`config.mk`:
```
export PLATFORM = sky130hd
export DESIGN_NAME = hps_restart_sequencer_flat
export DESIGN_NICKNAME = d
export VERILOG_FILES = /design/src/rtl/hps_restart_pkg.sv /design/src/rtl/hps_restart_if.sv /design/src/rtl/hps_restart_sequencer_cmd_edge_detect.sv /design/src/rtl/hps_restart_sequencer.sv /design/src/flat_wrapper.sv
export SDC_FILE = /design/constraint.sdc
export NUM_CORES = 1
export LEC_CHECK = 0
export ABC_AREA = 1
export CORE_MARGIN = 3
export CORE_UTILIZATION = 59
export CTS_BUF_LIST = sky130_fd_sc_hd__clkbuf_16
export CTS_CLUSTER_DIAMETER = 120
export DETAILED_ROUTE_END_ITERATION = 12
export PLACE_DENSITY = 0.85
export SLEW_MARGIN = 20
export SYNTH_ARGS = -nofsm -noshare
export SYNTH_HDL_FRONTEND = slang
export SYNTH_SLANG_ARGS = --single-unit
```
`constraint.sdc`:
```
create_clock -name clk -period 2.5 [get_ports clk]
set_input_delay 0.25 -clock clk [delete_from_list [all_inputs] [get_ports clk]]
set_output_delay 0.25 -clock clk [all_outputs]
set_load 0.1 [all_outputs]
```
`src/rtl/hps_restart_pkg.sv`:
```
// Shared opcodes, command payload, FSM state type and sizing helper for the HPS restart sequencer.
package hps_restart_pkg;

  localparam int unsigned CMD_W    = 8;
  localparam int unsigned ARG_W    = 6;
  localparam int unsigned CH_IDX_W = 6;
  localparam int unsigned RCNT_W   = 8;

  localparam logic [1:0] OP_NOP   = 2'b00;
  localparam logic [1:0] OP_ARM   = 2'b01;
  localparam logic [1:0] OP_FIRE  = 2'b10;
  localparam logic [1:0] OP_CLEAR = 2'b11;

  localparam logic [ARG_W-1:0] ARM_KEY_DEFAULT = 6'h2A;

  typedef struct packed {
    logic [1:0]       op;
    logic [ARG_W-1:0] arg;
  } hps_cmd_t;

  typedef enum logic [1:0] {
    ST_IDLE,
    ST_ARMED,
    ST_PULSE,
    ST_COOLDOWN
  } restart_state_t;

  function automatic int unsigned max3(input int unsigned a, input int unsigned b,
                                       input int unsigned c);
    int unsigned m;
    m = (a > b) ? a : b;
    return (m > c) ? m : c;
  endfunction

endpackage

```
`src/rtl/hps_restart_if.sv`:
```
// HPS-facing command/status bundle of the restart sequencer.
interface hps_restart_if #(
  parameter int unsigned NUM_CH = 4
);

  logic [7:0]        hps_reset_export;
  logic [NUM_CH-1:0] hps_restart;
  logic              busy;
  logic              armed;
  logic              cmd_err;
  logic [5:0]        last_ch;
  logic [7:0]        restart_cnt;

  modport master (
    output hps_reset_export,
    input  hps_restart,
    input  busy,
    input  armed,
    input  cmd_err,
    input  last_ch,
    input  restart_cnt
  );

  modport slave (
    input  hps_reset_export,
    output hps_restart,
    output busy,
    output armed,
    output cmd_err,
    output last_ch,
    output restart_cnt
  );

endinterface

```
`src/rtl/hps_restart_sequencer_cmd_edge_detect.sv`:
```
// Turns a change of the PIO command byte into a one-cycle registered command strobe.
module hps_cmd_edge_detect
  import hps_restart_pkg::*;
(
  input  logic             clk,
  input  logic             reset,
  input  logic [CMD_W-1:0] cmd_in,
  output logic             cmd_valid,
  output hps_cmd_t         cmd
);

  logic [CMD_W-1:0] cmd_q;

  // Any difference from the previous sample is a new command, NOP included.
  always_ff @(posedge clk or posedge reset) begin
    if (reset) begin
      cmd_q     <= '0;
      cmd_valid <= 1'b0;
      cmd       <= '0;
    end else begin
      cmd_q     <= cmd_in;
      cmd_valid <= (cmd_in != cmd_q);
      cmd       <= hps_cmd_t'(cmd_in);
    end
  end

endmodule

```
`src/rtl/hps_restart_sequencer.sv`:
```
// ARM/FIRE guarded restart pulse generator with busy/error/count readback.
// Optional: define HPS_RESTART_ARM_TIMEOUT_EN to auto-disarm after ARM_TIMEOUT cycles.
module hps_restart_sequencer
  import hps_restart_pkg::*;
#(
  parameter int unsigned NUM_CH          = 4,
  parameter int unsigned PULSE_CYCLES    = 16,
  parameter int unsigned COOLDOWN_CYCLES = 64,
  parameter logic [5:0]  ARM_KEY         = ARM_KEY_DEFAULT,
  parameter int unsigned ARM_TIMEOUT     = 1024
) (
  input  logic          clk,
  input  logic          reset,
  hps_restart_if.slave  bus
);

  localparam int unsigned CNT_W =
    $clog2(max3(PULSE_CYCLES, COOLDOWN_CYCLES, ARM_TIMEOUT) + 1);
  localparam logic [CNT_W-1:0] PULSE_LOAD = CNT_W'(PULSE_CYCLES - 1);
  localparam logic [CNT_W-1:0] COOL_LOAD  = CNT_W'(COOLDOWN_CYCLES - 1);
  localparam logic [CNT_W-1:0] ARM_LOAD   = CNT_W'(ARM_TIMEOUT - 1);

  logic     cmd_valid;
  hps_cmd_t cmd;

  hps_cmd_edge_detect u_edge (
    .clk       (clk),
    .reset     (reset),
    .cmd_in    (bus.hps_reset_export),
    .cmd_valid (cmd_valid),
    .cmd       (cmd)
  );

  restart_state_t       state_q, state_d;
  logic [CNT_W-1:0]     cnt_q, cnt_d;
  logic                 err_q, err_d;
  logic [CH_IDX_W-1:0]  last_ch_q, last_ch_d;
  logic [RCNT_W-1:0]    rcnt_q, rcnt_d;
  logic [NUM_CH-1:0]    hr_q, hr_d;
  logic                 busy_q, busy_d;
  logic                 armed_q, armed_d;
  logic                 cmd_live;
  logic                 fire_ok;

  assign cmd_live = cmd_valid && (cmd.op != OP_NOP);
  assign fire_ok  = ({1'b0, cmd.arg} < 7'(NUM_CH));

  always_ff @(posedge clk or posedge reset) begin
    if (reset) begin
      state_q   <= ST_IDLE;
      cnt_q     <= '0;
      err_q     <= 1'b0;
      last_ch_q <= '0;
      rcnt_q    <= '0;
      hr_q      <= '0;
      busy_q    <= 1'b0;
      armed_q   <= 1'b0;
    end else begin
      state_q   <= state_d;
      cnt_q     <= cnt_d;
      err_q     <= err_d;
      last_ch_q <= last_ch_d;
      rcnt_q    <= rcnt_d;
      hr_q      <= hr_d;
      busy_q    <= busy_d;
      armed_q   <= armed_d;
    end
  end

  always_comb begin
    state_d   = state_q;
    cnt_d     = cnt_q;
    err_d     = err_q;
    last_ch_d = last_ch_q;
    rcnt_d    = rcnt_q;

    case (state_q)
      ST_IDLE: begin
        if (cmd_live) begin
          case (cmd.op)
            OP_ARM: begin
              if (cmd.arg == ARM_KEY) begin
                state_d = ST_ARMED;
                cnt_d   = ARM_LOAD;
              end else begin
                err_d = 1'b1;
              end
            end
            OP_FIRE:  err_d = 1'b1;
            OP_CLEAR: err_d = 1'b0;
            default:  ;
          endcase
        end
      end

      ST_ARMED: begin
        if (cmd_live) begin
          case (cmd.op)
            OP_FIRE: begin
              if (fire_ok) begin
                state_d   = ST_PULSE;
                cnt_d     = PULSE_LOAD;
                last_ch_d = cmd.arg;
                rcnt_d    = rcnt_q + 8'd1;
              end else begin
                state_d = ST_IDLE;
                err_d   = 1'b1;
              end
            end
            OP_CLEAR: begin
              state_d = ST_IDLE;
              err_d   = 1'b0;
            end
            // Re-arm restarts the timeout; a bad key while armed drops the arming.
            OP_ARM: begin
              if (cmd.arg == ARM_KEY) begin
                cnt_d = ARM_LOAD;
              end else begin
                state_d = ST_IDLE;
                err_d   = 1'b1;
              end
            end
            default: ;
          endcase
        end
`ifdef HPS_RESTART_ARM_TIMEOUT_EN
        else if (cnt_q == '0) begin
          state_d = ST_IDLE;
          err_d   = 1'b1;
        end else begin
          cnt_d = cnt_q - CNT_W'(1);
        end
`endif
      end

      ST_PULSE: begin
        if (cmd_live) err_d = 1'b1;
        if (cnt_q == '0) begin
          if (COOLDOWN_CYCLES == 0) begin
            state_d = ST_IDLE;
          end else begin
            state_d = ST_COOLDOWN;
            cnt_d   = COOL_LOAD;
          end
        end else begin
          cnt_d = cnt_q - CNT_W'(1);
        end
      end

      ST_COOLDOWN: begin
        if (cmd_live) err_d = 1'b1;
        if (cnt_q == '0) begin
          state_d = ST_IDLE;
        end else begin
          cnt_d = cnt_q - CNT_W'(1);
        end
      end

      default: state_d = ST_IDLE;
    endcase

    // Status outputs are registered from the next state so they track it exactly.
    hr_d    = (state_d == ST_PULSE) ? (NUM_CH'(1) << last_ch_d) : '0;
    busy_d  = (state_d == ST_PULSE) || (state_d == ST_COOLDOWN);
    armed_d = (state_d == ST_ARMED);
  end

  assign bus.hps_restart = hr_q;
  assign bus.busy        = busy_q;
  assign bus.armed       = armed_q;
  assign bus.cmd_err     = err_q;
  assign bus.last_ch     = last_ch_q;
  assign bus.restart_cnt = rcnt_q;

endmodule

```
`src/flat_wrapper.sv`:
```
// flat-port wrapper written by rule: the top's interface ports become plain ports
module hps_restart_sequencer_flat import hps_restart_pkg::*;
#(
  parameter int unsigned NUM_CH          = 4,
  parameter int unsigned PULSE_CYCLES    = 16,
  parameter int unsigned COOLDOWN_CYCLES = 64,
  parameter logic [5:0]  ARM_KEY         = ARM_KEY_DEFAULT,
  parameter int unsigned ARM_TIMEOUT     = 1024
)
  (clk, reset, bus_hps_reset_export, bus_hps_restart, bus_busy, bus_armed, bus_cmd_err, bus_last_ch, bus_restart_cnt);
  hps_restart_if #(.NUM_CH(NUM_CH)) bus_i ();
  input  logic clk;
  input  logic reset;
  input wire logic [$bits(bus_i.hps_reset_export)-1:0] bus_hps_reset_export;
  output wire logic [$bits(bus_i.hps_restart)-1:0] bus_hps_restart;
  output wire logic [$bits(bus_i.busy)-1:0] bus_busy;
  output wire logic [$bits(bus_i.armed)-1:0] bus_armed;
  output wire logic [$bits(bus_i.cmd_err)-1:0] bus_cmd_err;
  output wire logic [$bits(bus_i.last_ch)-1:0] bus_last_ch;
  output wire logic [$bits(bus_i.restart_cnt)-1:0] bus_restart_cnt;
  assign bus_i.hps_reset_export = bus_hps_reset_export;
  assign bus_hps_restart = bus_i.hps_restart;
  assign bus_busy = bus_i.busy;
  assign bus_armed = bus_i.armed;
  assign bus_cmd_err = bus_i.cmd_err;
  assign bus_last_ch = bus_i.last_ch;
  assign bus_restart_cnt = bus_i.restart_cnt;
  hps_restart_sequencer #(.NUM_CH(NUM_CH), .PULSE_CYCLES(PULSE_CYCLES), .COOLDOWN_CYCLES(COOLDOWN_CYCLES), .ARM_KEY(ARM_KEY), .ARM_TIMEOUT(ARM_TIMEOUT)) u_core (.clk(clk), .reset(reset), .bus(bus_i));
endmodule
```
==> run_results.csv, run 1 <==
group,metric,value,unit
cts,clk_path_buf_depth,2,
yosys,synth.area.top_cells,"dfrtp_1, nand2_1, nor2_1, inv_1, o21ai_0",
yosys,post-synth-top-area-fraction,0.460,
yosys,synthDistinctLibCells,31,
min_path,hp-class,"primary input to async pin",
global_route,first_global_vias,1935,
pwr,worst_ir_drop_vdd,0.000538,V
floorplanning,chipWidth,69.0,um
critical_path,critPathLaunchType,"flip-flop",
floorplanning,io-pin-count,31,
cts,clock_sink_count,43,
cts,post_cts_resized,0,
detailed_routing,ant_nets,0,
cts,cts-htree-levels,2,
yosys,postSynthCellCount,295,
timing,tightestPinTransition,521,ps
critical_path,timing.rr.start,"u_core.u_edge.cmd_q[6]",
detailed_routing,num_vias,2049,
layout,final_core_util,0.754,
place,hpwl,3660,um
cts,tritoncts.num_buffers,5,
layout,area_growth,20.7,%
global_route,number_of_antenna_violations_at_the_first_check_in_global_routing,0,
outcome,run_status,"finished clean",
floorplanning,core.rowCount,22,
timing,worst_clock_skew,5.65,ps
floorplanning,design.core.area,3740,um^2
global_route,grt_util_met3,0.0567,
yosys,seq_cells_post_synth,43,
timing,setup_total_negative_slack,0,ps
critical_path,worst_setup_path_endpoint,"u_core.bus.hps_restart[1]",
critical_path,reg2reg_setup_slack,490,ps
global_route,globalRouteMet1Util,0.297,
place,post-place-cells,371,
timing,layout_worst_path_cycle_share,0.806,
cts,worst_setup_hold_path_clk_slew,60,ps
yosys,async_reset_ff_frac,1.00,
yosys,ys_warn_count,0,
timing,unrepaired_setup_endpoints_after_global_routing,"no",
yosys,mapped_nets,312,
pwr,switching_power_summed_over_all_nets,0.000787,W
layout,fillerInstances,286,
timing,timing.final.hold_violations,0,
cts,cts_hold_buffers,0,
critical_path,end_kind,"flip-flop",
cts,cts_tree,"built",
yosys,yosys-top-cells-count,"nand2_1, dfrtp_1, nor2_1, inv_1, o21ai_0",
global_route,grt_remaining_overflow,0,
global_route,grt_first_pass_wirelength,8450,um
pwr,clock_power_share,0.350,
cts,post-cts-setup-buffer-count,0,
global_route,met2_usage,0.408,
layout,instances_no_fill,379,
yosys,synth_seq_area_share,0.460,
global_route,grt_start_max_net_pins,44,
yosys,synth.cell_area,2340,um^2
timing,timing.fmax,497,MHz
detailed_routing,drcViolationCount,0,
detailed_routing,avgViaCountPerCell,5.41,
yosys,ys_dominant_reg_cell,"dfrtp_1",
layout,diodes,0,
pwr,power.share.switching,0.333,
floorplanning,dieHeight,69.0,um
layout,layout-drive-gt1-share,0.133,
critical_path,worst-endpoint-arrival,2220,ps
pwr,static-leakage-power,1.43,nW
run,max_cap_viol_count,0,
pwr,seq_power_share,0.388,
timing,period_needed,2010,ps
yosys,synth_edf_count,0,
yosys,yosysMostFrequentCell,"nand2_1",
place,count_of_buffers_from_port_buffering,30,
floorplanning,fp.dieArea,4760,um^2
critical_path,cp_max_fo,9,
timing,relSlewSlack,0.653,
pwr,power.density_cell_area,838,nW/um^2
place,detailed_place.area,2640,um^2
detailed_routing,detailedRoute.firstIterationViolations,282,
critical_path,reg2reg_to,"u_core.bus.hps_restart[1]",
global_route,gr_usage_total,0.241,
yosys,post-synth-top-area-cell,"dfrtp_1",
detailed_routing,routed_wire_length_per_instance,13.4,um
critical_path,critical_path_class,"flip-flop to flip-flop",
timing,drv_slew,0,
detailed_routing,finalWirelength,5090,um
cts,clock_latency_reported_for_the_late_side_of_the_worst_skew_pair,280,ps
detailed_routing,pre_antenna_drt_iters,4,
yosys,synth_area_per_cell,7.93,um^2
pwr,combinationalPowerShare,0.262,
critical_path,worst_r2r_path_depth,8,
cts,cts_root_buf,"clkbuf_16",
pwr,cell_internal_pwr,0.00158,W
layout,nNetsFinal,347,
layout,layout.cell_area.non_filler,2820,um^2
global_route,grt.busiest_layer,"met2",
timing,finalSetupViolations,0,
critical_path,worst_ep_required_time,2710,ps
floorplanning,start_util,0.625,
critical_path,setup.worst_path.start,"u_core.u_edge.cmd_q[6]",
place,globalplace.congestion,0.869,
timing,hold_ws,395,ps
cell usage in the layout (no fill, tap or decap):
master / netlist / layout
nand2_1: 67 / 67
dfrtp_1: 43 / 43
nand3_1: 14 / 14
o31ai_1: 1 / 1
o21ai_0: 19 / 19
a221oi_1: 1 / 1
xnor2_1: 7 / 7
a21oi_1: 14 / 14
nand3b_1: 1 / 1
o21ai_1: 4 / 4
inv_2: 3 / 3
nor2_4: 2 / 2
o211ai_1: 2 / 2
nor3_1: 4 / 4
ha_1: 7 / 7
clkdlybuf4s50_1: 0 / 9
nand4_1: 6 / 6
nor2_2: 4 / 4
nor3_4: 1 / 1
buf_4: 0 / 22
nand3_2: 1 / 1
inv_1: 35 / 36
nor2_1: 42 / 42
or2_2: 1 / 1
xor2_1: 7 / 7
o22ai_1: 1 / 1
nand2_2: 2 / 2
a22oi_1: 1 / 1
bufinv_16: 0 / 2
clkbuf_16: 0 / 5
nor4_1: 1 / 1
nand3_4: 1 / 1
power by group through the flow:
stage | logic [W] | clock network (W) | registers [W]
after global placement | 0.000590 | 0 | 0.000917
final | 0.000619 | 0.000828 | 0.000918
after CTS | 0.000615 | 0.000839 | 0.000916
after floorplan | 0.000411 | 0 | 0.000966
after global routing | 0.000698 | 0.000864 | 0.000932
after detailed placement | 0.000610 | 0 | 0.000923
sequential cells by signal, indices dropped and copies added (netlist names):
| register | count |
|---|---|
| u_core.bus.busy | 1 |
| u_core.u_edge.cmd | 1 |
| u_core.bus.armed | 1 |
| u_core.bus.cmd_err | 1 |
| u_core.bus.restart_cnt | 8 |
| u_core.u_edge.cmd_q | 7 |
| u_core.bus.hps_restart | 4 |
| u_core.cnt_q | 11 |
| u_core.state_q | 2 |
| u_core.u_edge.cmd_valid | 1 |
| u_core.bus.last_ch | 6 |
critical path: stages (launching register included):
cell and delay, ps:
dfrtp_1 430, inv_1 140, ha_1 320, nand3_4 140, nor3_4 370, nor2_2 100
nor2_1 210, nand3_1 100, nor2_1 130
cell type report:
cell class | count | area [um^2] | area share
clock buffers | 5 | 125 | 0.0443
well taps | 48 | 60.1 | 0.0213
inverters | 38 | 143 | 0.0505
multi-input cells | 211 | 1100 | 0.390
flip-flops and latches | 43 | 1080 | 0.381
clock inverters | 3 | 63.8 | 0.0226
repair buffers | 31 | 255 | 0.0904
cells by family after synthesis:
kind of cell | Yosys count | synth area share
buf+inv | 41 | 0.0695
fa+ha+maj | 7 | 0.0374
flops | 43 | 0.460
xor+xnor | 14 | 0.0524
compound gates | 43 | 0.0984
simple gates | 147 | 0.282
routing by layer:
metal	up-vias	part of all wire
met5	-	0
met4	0	0.023
met3	13	0.061
met2	77	0.49
met1	948	0.42
li1	1011	-
stage by stage:
step                total power, W  worst slack, ps
floorplan                  0.00138              655
global placement           0.00151              654
detailed placement         0.00153              565
CTS                        0.00237              507
global route               0.00249              268
finish                     0.00237              486
worst min-delay path by stage:
stage | from | to | slack [ps] | cells past startpoint
global placement | u_core.bus.restart_cnt[6] | u_core.bus.restart_cnt[6] | 480 | 1
finish | reset | u_core.u_edge.cmd_q[1] | 400 | 3
floorplan | bus_hps_reset_export[7] | u_core.u_edge.cmd[7] | 280 | 0
CTS | reset | u_core.bus.restart_cnt[5] | 420 | 3
detailed placement | u_core.cnt_q[9] | u_core.cnt_q[9] | 500 | 2
global route | bus_hps_reset_export[0] | u_core.u_edge.cmd_q[0] | 460 | 1
No activity file was read; power rests on OpenSTA's default activity.
==> run 2, diff against run 1 <==
--- a/config.mk
+++ b/config.mk
@@ -7,11 +7,11 @@
 export LEC_CHECK = 0
 export ABC_AREA = 1
 export CORE_MARGIN = 3
-export CORE_UTILIZATION = 59
+export CORE_UTILIZATION = 55
 export CTS_BUF_LIST = sky130_fd_sc_hd__clkbuf_16
 export CTS_CLUSTER_DIAMETER = 120
 export DETAILED_ROUTE_END_ITERATION = 12
-export PLACE_DENSITY = 0.85
+export PLACE_DENSITY = 0.8
 export SLEW_MARGIN = 20
 export SYNTH_ARGS = -nofsm -noshare
 export SYNTH_HDL_FRONTEND = slang
==> constraint.sdc (replaced) <==
create_clock -name clk -period 2 [get_ports clk]
set_input_delay 0.2 -clock clk [delete_from_list [all_inputs] [get_ports clk]]
set_output_delay 0.2 -clock clk [all_outputs]
set_load 0.1 [all_outputs]
==> run_results.csv, run 2 (synthesized netlist as in run 1, its figures left out) <==
group,metric,value,unit
outcome,run_status,"finished clean",
min_path,hp-class,"primary input to async pin",
detailed_routing,ant_nets,0,
detailed_routing,finalWirelength,4890,um
critical_path,cpLargestDelayFamily,"simple AND/OR/NAND/NOR gates",
critical_path,critPathLaunchType,"flip-flop",
timing,setup_total_negative_slack,0,ps
global_route,globalRouteMet1Util,0.266,
detailed_routing,detailedRoute.firstIterationViolations,135,
layout,diodes,0,
global_route,grt_util_met3,0.0533,
run,max_cap_viol_count,0,
timing,period_needed,1810,ps
place,detailed_place.area,2660,um^2
critical_path,end_kind,"flip-flop",
global_route,grt_remaining_overflow,0,
critical_path,worst-path-buf-inv,1,
cts,worst_setup_hold_path_clk_slew,60,ps
pwr,static-leakage-power,1.45,nW
detailed_routing,num_vias,2023,
layout,area_growth,22.9,%
timing,layout_worst_path_cycle_share,0.904,
floorplanning,start_util,0.577,
global_route,met2_usage,0.341,
cts,tritoncts.num_buffers,5,
timing,finalSetupViolations,0,
cts,clock_latency_reported_for_the_late_side_of_the_worst_skew_pair,280,ps
pwr,worst_ir_drop_vdd,0.000580,V
cts,cts-htree-levels,2,
global_route,number_of_antenna_violations_at_the_first_check_in_global_routing,0,
detailed_routing,avgViaCountPerCell,5.25,
layout,layout-drive-gt1-share,0.146,
timing,timing.final.hold_violations,0,
critical_path,cell_type_of_the_slowest_stage_on_the_worst_timing_path,"dfrtp_1",
place,count_of_buffers_from_port_buffering,30,
place,hpwl,3580,um
timing,relSlewSlack,0.648,
cts,cts_tree,"built",
global_route,gr_usage_total,0.207,
timing,tightestPinTransition,527,ps
layout,top_register,"u_core.cnt_q",
layout,nNetsFinal,351,
timing,drv_slew,0,
detailed_routing,pre_antenna_drt_iters,4,
critical_path,cp_max_fo,6,
layout,most-common-layout-cells,"nand2_1, dfrtp_1, nor2_1",
pwr,power.density_cell_area,1010,nW/um^2
critical_path,worst_ep_required_time,2200,ps
layout,layout.cell_area.non_filler,2880,um^2
global_route,first_global_vias,1900,
place,globalplace.congestion,0.889,
global_route,grt.busiest_layer,"met2",
detailed_routing,routed_wire_length_per_instance,12.7,um
timing,worst_clock_skew,7.71,ps
floorplanning,core.rowCount,23,
global_route,grt_start_max_net_pins,44,
critical_path,critical_path_class,"flip-flop to flip-flop",
critical_path,critical-path-max-stage-delay,410,ps
floorplanning,design.core.area,4060,um^2
timing,timing.fmax,553,MHz
timing,unrepaired_setup_endpoints_after_global_routing,"no",
cts,cts_root_buf,"clkbuf_16",
floorplanning,dieHeight,71.2,um
detailed_routing,drcViolationCount,0,
layout,final_common_cell,"nand2_1",
floorplanning,io-pin-count,31,
critical_path,worst-endpoint-arrival,2010,ps
floorplanning,fp.dieArea,5070,um^2
global_route,grt_first_pass_wirelength,8310,um
layout,largest_register_ff_count,11,
critical_path,crit_chain,"inv_1 > ha_1 > nand2_1 > nor2_2 > nand3_1 > a21oi_1 > nand4_1 > nor2_1",
cts,clk_path_buf_depth,2,
cts,clock_sink_count,43,
floorplanning,chipWidth,71.2,um
[run 2: changes by cell type in the layout (fill, tap and decap cells not counted), sizes merged]
cell	change
buf	+4
[run 2: path summary, 6_finish.rpt]
path | startpoint | endpoint | slack [ps] | cells past startpoint
setup / recovery | u_core.cnt_q[0] | u_core.bus.hps_restart[3] | 190 | 8
hold / removal | reset | u_core.state_q[0] | 360 | 3
setup reg to reg | u_core.cnt_q[0] | u_core.bus.hps_restart[3] | 190 | 8
hold reg to reg | u_core.bus.restart_cnt[6] | u_core.bus.restart_cnt[6] | 500 | 1
max in group asynchronous | reset | u_core.u_edge.cmd_valid | 1280 | 3
min in group clk | bus_hps_reset_export[3] | u_core.u_edge.cmd_q[3] | 420 | 1
[run 2: final cells by class]
type	instances	area, um^2
Fill cell	318	1180
Tap cell	50	62.6
Multi-Input combinational cell	211	1110
Inverter	38	143
Timing Repair Buffer	35	298
Sequential cell	43	1080
Clock inverter	3	63.8
Clock buffer	5	125
[run 2: tightest hold or removal path, delay by kind of cell]
kind	cells	cell delay [ps]
buffers and inverters	3	880
[run 2: report_power, final]
part	leakage [nW]	switching (W)	internal, W
clock	0.0952	0.000308	0.000710
sequential	0.536	0.000133	0.00100
combinational	0.821	0.000505	0.000260
[run 2: what timing repair did]
item | in CTS | in global routing
hold buffers | 0 | 0
endpoints found under the setup margin | 0 | 7
hold endpoints to repair | 0 | 0
buffers inserted | 0 | 1
resized for setup | 0 | 2
[run 2: metrics by stage]
step                total power, W  setup slack, ps  cells  hold slack, ps   util
floorplan                  0.00172              155    295             231      -
global placement           0.00188              164    376             497  0.656
detailed placement         0.00190              122    376             491  0.656
CTS                        0.00292             80.2    384             385  0.702
global route               0.00309             11.2    385             427  0.709
finish                     0.00292              191    385             365  0.709
[run 2: per-layer routing]
layer | share of wire | vias up
li1 | - | 1023
met1 | 0.44 | 930
met2 | 0.49 | 62
met3 | 0.051 | 8
met4 | 0.012 | 0
met5 | 0 | -
